==> config.mk <==
export PLATFORM = sky130hd
export DESIGN_NAME = control_sequencer
export DESIGN_NICKNAME = d
export VERILOG_FILES = /design/src/rtl/seq_pkg.sv /design/src/rtl/control_decode.sv /design/src/rtl/control_sequencer.sv
export SDC_FILE = /design/constraint.sdc
export NUM_CORES = 1
export LEC_CHECK = 0
export BUFFER_PORTS_ARGS = -buffer_cell sky130_fd_sc_hd__buf_4
export CAP_MARGIN = 20
export CORE_ASPECT_RATIO = 1.1
export CORE_MARGIN = 1.5
export CORE_UTILIZATION = 35
export DETAILED_ROUTE_END_ITERATION = 16
export SLEW_MARGIN = 5
export SYNTH_ARGS = -nofsm -noshare
export SYNTH_HDL_FRONTEND = slang
export SYNTH_SLANG_ARGS = --single-unit
==> constraint.sdc <==
create_clock -name clk -period 2.73 [get_ports clk]
set_input_delay 0.273 -clock clk [delete_from_list [all_inputs] [get_ports clk]]
set_output_delay 0.273 -clock clk [all_outputs]
set_load 0.02 [all_outputs]
==> src/rtl/seq_pkg.sv <==
// seq_pkg: state encoding, instruction class codes and the control word
// shared by the control sequencer and its decoder.
package seq_pkg;

  typedef enum logic [1:0] {
    FETCH = 2'd0,
    EXEC  = 2'd1,
    MEM   = 2'd2,
    HALT  = 2'd3
  } state_t;

  // Instruction class, IR[15:14]
  localparam logic [1:0] CLS_ALU  = 2'b00;
  localparam logic [1:0] CLS_LDI  = 2'b01;
  localparam logic [1:0] CLS_MEM  = 2'b10;
  localparam logic [1:0] CLS_FLOW = 2'b11;

  // FLOW sub-operation, IR[13:12]
  localparam logic [1:0] FLOW_JMP  = 2'b00;
  localparam logic [1:0] FLOW_BZ   = 2'b01;
  localparam logic [1:0] FLOW_BN   = 2'b10;
  localparam logic [1:0] FLOW_HALT = 2'b11;

  // Function-unit codes used by the sequencer itself
  localparam logic [3:0] DEF_FS_PASS_A = 4'b0000;
  localparam logic [3:0] DEF_FS_PASS_B = 4'b1100;

  // Everything the sequencer drives toward the datapath and the memories
  typedef struct packed {
    logic       rw;
    logic       mb;
    logic       md;
    logic [2:0] da;
    logic [2:0] aa;
    logic [2:0] ba;
    logic [3:0] fs;
    logic [7:0] const_val;
    logic       imem_req;
    logic       dmem_req;
    logic       dmem_we;
    logic       halted;
  } ctrl_t;

  localparam ctrl_t CTRL_IDLE = '0;

  // An 8-bit add of the raw offset is the same as adding its sign extension
  // and discarding the carry, which gives the modulo-256 wrap for free.
  function automatic logic [7:0] branch_target(input logic [7:0] pc_now,
                                               input logic [7:0] offset);
    return pc_now + offset;
  endfunction

endpackage

==> src/rtl/control_decode.sv <==
// control_decode: purely combinational translation of the sequencer state
// and the instruction register into the datapath/memory control word.
module control_decode
  import seq_pkg::*;
#(
  parameter logic [3:0] FS_PASS_A = DEF_FS_PASS_A,
  parameter logic [3:0] FS_PASS_B = DEF_FS_PASS_B
) (
  input  state_t      state,
  input  logic [15:0] ir,
  input  logic        dmem_ack,
  output ctrl_t       ctrl
);

  logic  is_store;
  logic  unused_ir0;
  ctrl_t mem_ctrl;

  assign is_store   = ir[13];
  assign unused_ir0 = ir[0];

  // Operand selects for a memory transfer, held from EXEC through the MEM wait cycles
  always_comb begin
    mem_ctrl    = CTRL_IDLE;
    mem_ctrl.aa = ir[6:4];
    if (is_store) begin
      mem_ctrl.ba = ir[3:1];
    end else begin
      mem_ctrl.da = ir[9:7];
      mem_ctrl.md = 1'b1;
    end
  end

  // Control word selected by state; RW is only raised for ALU/LDI in EXEC and a load's ack cycle
  always_comb begin
    ctrl = CTRL_IDLE;
    case (state)
      FETCH: begin
        ctrl.imem_req = 1'b1;
      end
      EXEC: begin
        case (ir[15:14])
          CLS_ALU: begin
            ctrl.da = ir[9:7];
            ctrl.aa = ir[6:4];
            ctrl.ba = ir[3:1];
            ctrl.fs = ir[13:10];
            ctrl.rw = 1'b1;
          end
          CLS_LDI: begin
            ctrl.da        = ir[10:8];
            ctrl.const_val = ir[7:0];
            ctrl.fs        = FS_PASS_B;
            ctrl.mb        = 1'b1;
            ctrl.rw        = 1'b1;
          end
          CLS_MEM: begin
            ctrl = mem_ctrl;
          end
          CLS_FLOW: begin
            ctrl.aa = ir[10:8];
            if (ir[13:12] == FLOW_BZ || ir[13:12] == FLOW_BN) begin
              ctrl.fs = FS_PASS_A;
            end
          end
          default: begin
            ctrl = CTRL_IDLE;
          end
        endcase
      end
      MEM: begin
        ctrl          = mem_ctrl;
        ctrl.dmem_req = 1'b1;
        ctrl.dmem_we  = is_store;
        ctrl.rw       = ~is_store & dmem_ack;
      end
      HALT: begin
        ctrl.halted = 1'b1;
      end
      default: begin
        ctrl = CTRL_IDLE;
      end
    endcase
  end

endmodule

==> src/rtl/control_sequencer.sv <==
// control_sequencer: fetch/execute controller for the 8-register datapath.
// Holds the FSM, pc, IR and both handshakes; decoding lives in control_decode.
module control_sequencer
  import seq_pkg::*;
#(
  parameter logic [3:0] FS_PASS_A = DEF_FS_PASS_A,
  parameter logic [3:0] FS_PASS_B = DEF_FS_PASS_B
) (
  input  logic        clk,
  input  logic        rst,
  output logic        imem_req,
  output logic [7:0]  imem_addr,
  input  logic        imem_ack,
  input  logic [15:0] imem_data,
  output logic        dmem_req,
  output logic        dmem_we,
  input  logic        dmem_ack,
  output logic        RW,
  output logic        MB,
  output logic        MD,
  output logic [2:0]  DA,
  output logic [2:0]  AA,
  output logic [2:0]  BA,
  output logic [3:0]  FS,
  output logic [7:0]  const_out,
  input  logic        V,
  input  logic        C,
  input  logic        N,
  input  logic        Z,
  output logic [7:0]  pc,
  output logic        halted
);

  state_t      state;
  logic [15:0] ir;
  ctrl_t       ctrl;
  logic        branch_taken;
  logic        unused_flags;

  // Overflow and carry do not steer any branch
  assign unused_flags = V ^ C;

  control_decode #(
    .FS_PASS_A(FS_PASS_A),
    .FS_PASS_B(FS_PASS_B)
  ) u_decode (
    .state   (state),
    .ir      (ir),
    .dmem_ack(dmem_ack),
    .ctrl    (ctrl)
  );

  // Branch condition from the live flags; only consumed while in EXEC
  always_comb begin
    branch_taken = 1'b0;
    if (ir[15:14] == CLS_FLOW) begin
      case (ir[13:12])
        FLOW_JMP: branch_taken = 1'b1;
        FLOW_BZ:  branch_taken = Z;
        FLOW_BN:  branch_taken = N;
        default:  branch_taken = 1'b0;
      endcase
    end
  end

  // Sequencer FSM: fetch handshake, one-cycle execute, data-memory wait, halt
  always_ff @(posedge clk) begin
    if (rst) begin
      state <= FETCH;
      pc    <= 8'h00;
      ir    <= 16'h0000;
    end else begin
      case (state)
        FETCH: begin
          if (imem_ack) begin
            ir    <= imem_data;
            pc    <= pc + 8'd1;
            state <= EXEC;
          end
        end
        EXEC: begin
          case (ir[15:14])
            CLS_MEM: begin
              state <= MEM;
            end
            CLS_FLOW: begin
              if (branch_taken) begin
                pc <= branch_target(pc, ir[7:0]);
              end
              state <= (ir[13:12] == FLOW_HALT) ? HALT : FETCH;
            end
            default: begin
              state <= FETCH;
            end
          endcase
        end
        MEM: begin
          if (dmem_ack) begin
            state <= FETCH;
          end
        end
        HALT: begin
          state <= HALT;
        end
        default: begin
          state <= FETCH;
        end
      endcase
    end
  end

  assign imem_addr = pc;
  assign imem_req  = ctrl.imem_req;
  assign dmem_req  = ctrl.dmem_req;
  assign dmem_we   = ctrl.dmem_we;
  assign RW        = ctrl.rw;
  assign MB        = ctrl.mb;
  assign MD        = ctrl.md;
  assign DA        = ctrl.da;
  assign AA        = ctrl.aa;
  assign BA        = ctrl.ba;
  assign FS        = ctrl.fs;
  assign const_out = ctrl.const_val;
  assign halted    = ctrl.halted;

endmodule

Word-level counts from Yosys, hierarchy flattened --
Index checks and enable logic that the tools add are counted.
Storage, ports and cells: register bits after elaboration 26, input port bits 24, output and inout bits 44
Operators by class: add/sub/neg operators 2, equality and inequality tests 13, mux-type cells 25, bitwise gates (word level) 2, reduce and logical (&&, ||, !) cells 10
Operators by type and width (count):
- $pmux 24 s2 | 1
- $mux 8 | 4
- $pmux 8 s2 | 1
- $eq 2x2->1 const B | 6
- $pmux 3 s2 | 2
- $pmux 4 s3 | 1
- $pmux 3 s3 | 1
- $add 8x1->8 const B | 1
- $add 8x8->8 | 1
- $mux 2 | 4
- $ne 2x2->1 const B | 4
- $pmux 2 s4 | 1
- $eq 2x1->1 const B | 3
- $logic_not 2->1 | 3
- $mux 1 | 6
- $reduce_or 2->1 | 3
- $mux 4 | 1
- $pmux 2 s2 | 1
- $reduce_and 2->1 | 2
- $reduce_and 4->1 | 1
- $mux 3 | 1
- $pmux 1 s3 | 1
- $reduce_bool 2->1 | 1
- $and 1x1->1 | 1
- $not 1->1 | 1

Logic depth before layout (Yosys ltp) --
depth in word-level cells 6, gate-level depth with buffers 12, depth with buffers taken out 11

Cells and area by module --
A second synthesis with hierarchy kept.
Second synthesis, totals: cell total of the unflattened synthesis 226, area total of the unflattened synthesis 1791.7 um2
By module, submodules not included:
- control_sequencer | times used 1, cells an instance 170, area an instance 1427.6 um2, sequential area each 520.5 um2
- control_decode | times used 1, cells an instance 56, area an instance 364.1 um2, sequential area each 0.0 um2

Least setup slack after synthesis --
Ideal clock, no wire load.
path kind reg2reg, start point reg state[1], end point reg pc[6] (netlist: imem_addr[6]), setup time 95 ps, data arrival time 2303 ps, required time 2635 ps, path slack 332 ps, stages on the path, launching flop included 13, buffers on the path 1, path through dfxtp_1 -> inv_1 -> ha_1 -> buf_1 -> nand2b_1 -> ha_1 -> inv_1 -> fa_1 -> nor2b_1 -> o31a_1 -> o21ai_0 -> a2111o_1 -> o311ai_1
Between the ends: cells in the longest elaborated chain, start to end 3, elaborated cells between the ends (all ways) 8
Ends and longest elaborated chain:
- from (decl) | line control_sequencer.sv:34 | state_t state;
- from (signal assigned) | line control_sequencer.sv:90 | state <= (ir[13:12] == FLOW_HALT) ? HALT : FETCH;
- $eq 2x1->1 / $logic_not 2->1 (equally long branches) | line control_sequencer.sv:73 | case (state)
- $ne 2x2->1 (no source line) / $reduce_bool 2->1 (equally long branches)
- $reduce_and 4->1 (no source line)
- to (signal assigned) | line control_sequencer.sv:77 | pc <= pc + 8'd1;
- to (signal assigned) | line control_sequencer.sv:88 | pc <= branch_target(pc, ir[7:0]);
- to (decl) | line control_sequencer.sv:30 | output logic [7:0] pc,
Several ways; a longest one is shown, not always the timed one. A chain may end at the register's enable or synchronous reset.

Worst setup path in the final report --
start point reg state[1], end point out const_out[7]
Between the ends: cells in the longest elaborated chain, start to end 2, elaborated cells between the ends (all ways) 3
Ends and longest elaborated chain:
- $eq 2x2->1 / $eq 2x1->1 (equally long branches) | line control_decode.sv:37 | case (state)
- $pmux 24 s2 (*) | line control_decode.sv:37
- to (decl) | line control_sequencer.sv:25 | output logic [7:0] const_out,
Mark *: on every way between the ends. The rest lies on a longest branch, timed or not.

==> run summary <==
Kind of start point of the critical path - flop
Hold_buf cts - 0
Slew Limit Headroom - 59.5%
Core area - 4720 µm²
Routability Congestion - 0.822
Drt initial violations - 94
# Max-Cap Violations - 0
GRT busiest layer - met2
Tightest Pin Transition - 0.607 ns
Period utilisation layout - 91.7%
Die Area - 5400 µm²
Post-synth EDFFs - 0
Placed cell area - 2230 µm²
Ys flop type - dfxtp_1
Synthesized area - 1740 µm²
Fillers - 509
Die Height - 76.9 µm
WL/cell - 13.5 µm
Setup repair bufs after CTS - 0
PwrDens - 439 nW/µm²
Crit Path Class - reg -> out
Number of buffers added on ports - 65
Bufs on Longest Clock Path - 2
Routed WL - 4580 µm
Detailed-route via count - 1680
Top cells by count, synth - nand2_1, a21oi_1, dfxtp_1
CTS tree - yes
Data required, critical path - 2.46 ns
Warnings from Yosys - 0
CP arrival - 2.23 ns
Static Leak - 0.00107 µW
H-Tree Depth - 1
Post-DRT Antenna Nets - 0
DR pass1 iterations - 4
Post-synth cell types - 42
Clock-pin slew on the worst setup and hold paths - 0.10 ns
CTS Sinks - 26
Post-CTS sizing - 0
I/O pin cnt - 68
Status - completed
GR Layer Usage met3 - 2.50%
Inst Count DP - 334
Fin Clk Skew - 0.00479 ns
Post-route minimum period - 2.50 ns
Hold Crit Class - in -> reg
Row cnt - 26
Clk Latency, worst-skew pair - 0.28 ns
Global-route wire length before repair - 7560 µm
CP Max Fanout - 8
Layout cell share with drive strength beyond 1 - 27.7%
IR Drop Worst-Case VDD - 215 µV
Final WS setup - 0.227 ns
Mapped Avg Cell Area - 7.69 µm²
Starting Density - 36.8%
Area Overhead vs Synth - 32.3%
Slew Viols, Final - 0
Pin count of the biggest net entering global routing - 31
M1 GR Usage - 22.4%
Vias per std cell - 4.97
Number of global-route vias before repair - 1609
Hpwl dp - 3360 µm
Root Buffer - clkbuf_8
Hold Vio Cnt, Final - 0
Total chip power - 1010 µW
Mapped Nets - 262
Fin nets - 319
Crit end category - output pin
RSZ-0062 raised after global routing - no
Pre-CTS setup slack - 0.265 ns
Initial antenna violation count - 0
Total track usage - 17.2%
Mapped Cells - 226
Post-route cell area - 2300 µm²
Die X - 70.2 µm
Synth top area cells - dfxtp_1, nand2_1, ha_1
Ys async rst share - 0%
Diodes inserted - 0
TritonCTS Buffers - 3
Max Freq - 400 MHz
Total Neg Setup Slack - 0 ns
Number of synthesized register bits - 26
Post-synth top area share - 29.9%
Top-count cell post-synth - nand2_1
Sequential area share after synthesis - 29.9%
Final Non-Filler Cells - 338
DRC viols - 0
Biggest area consumer among synthesized cells - dfxtp_1
Overflow after GRT - 0
Met2 Use GR - 29.4%
Setup violations, final - 0
[critical path, stage by stage (launching register included)]
cell,delay [ns]
dfxtp_1,0.35
inv_1,0.09
ha_1,0.29
buf_4,0.20
nor2b_1,0.17
nand2_1,0.16
nor2_1,0.35
and2_1,0.21
buf_4,0.14
[flip-flops by register name (all words and copies together) (netlist names)]
name,flops
ir,16
imem_addr,8
state,2
[per-layer routing]
metal | up-vias | share of wire [%] | wire length [µm]
met5 | - | 0 | 0
met4 | 0 | 1.5 | 67
met3 | 4 | 3.5 | 161
met2 | 38 | 48 | 2210
met1 | 765 | 47 | 2140
li1 | 873 | - | -
[logic make-up after synthesis]
logic type      share of synthesized area (%)
compound gates                           19.7
xor+xnor                                 1.51
mux                                      2.95
flops                                    29.9
fa+ha+maj                                9.07
buf+inv                                  7.85
simple gates                             29.0
[cells in the final DEF, fill, tap and decap left out, types with 3 or more instances in the layout]
master,Yosys,routed
ha_1,11,11
nor2_1,10,10
inv_1,12,12
nor2b_1,13,13
mux2i_1,4,4
a21oi_1,26,26
nand2b_1,3,3
buf_4,8,68
dfxtp_1,26,26
clkbuf_8,0,3
a22oi_1,7,7
o21ai_0,5,5
and2_1,19,19
nand2_1,41,41
[metrics by stage]
stage,hold slack [ns],util (%)
after floorplan,0.409,-
after global placement,0.443,47.2
after detailed placement,0.460,47.2
after CTS,0.229,48.7
after global routing,0.233,48.7
final,0.231,48.7
[report_power, final]
part           leakage, µW  total [µW]  internal [µW]  switching [µW]
logic             0.000819         244            110             134
clock network    0.0000357         332            196             136
registers         0.000213         433            404            28.9
total              0.00107        1010            709             299
[layout make-up]
cell class,instances,area [µm²],area share [%]
multi-input combinational,172,1080,47.0
sequential,26,520,22.6
clock inverter,1,30.0,1.31
tap,56,70.1,3.05
inverter,12,45.0,1.96
timing repair buffer,68,510,22.2
clock buffer,3,41.3,1.80
[worst paths after layout]
check / cells after the start / from / to / slack, ns
setup / recovery: 8 / state[1] / const_out[7] / 0.23
hold / removal: 3 / imem_data[10] / ir[10] / 0.23
setup reg to reg: 11 / state[1] / imem_addr[6] / 0.25
hold reg to reg: 2 / ir[11] / ir[11] / 0.47
Power figures use the tool's default switching activity.
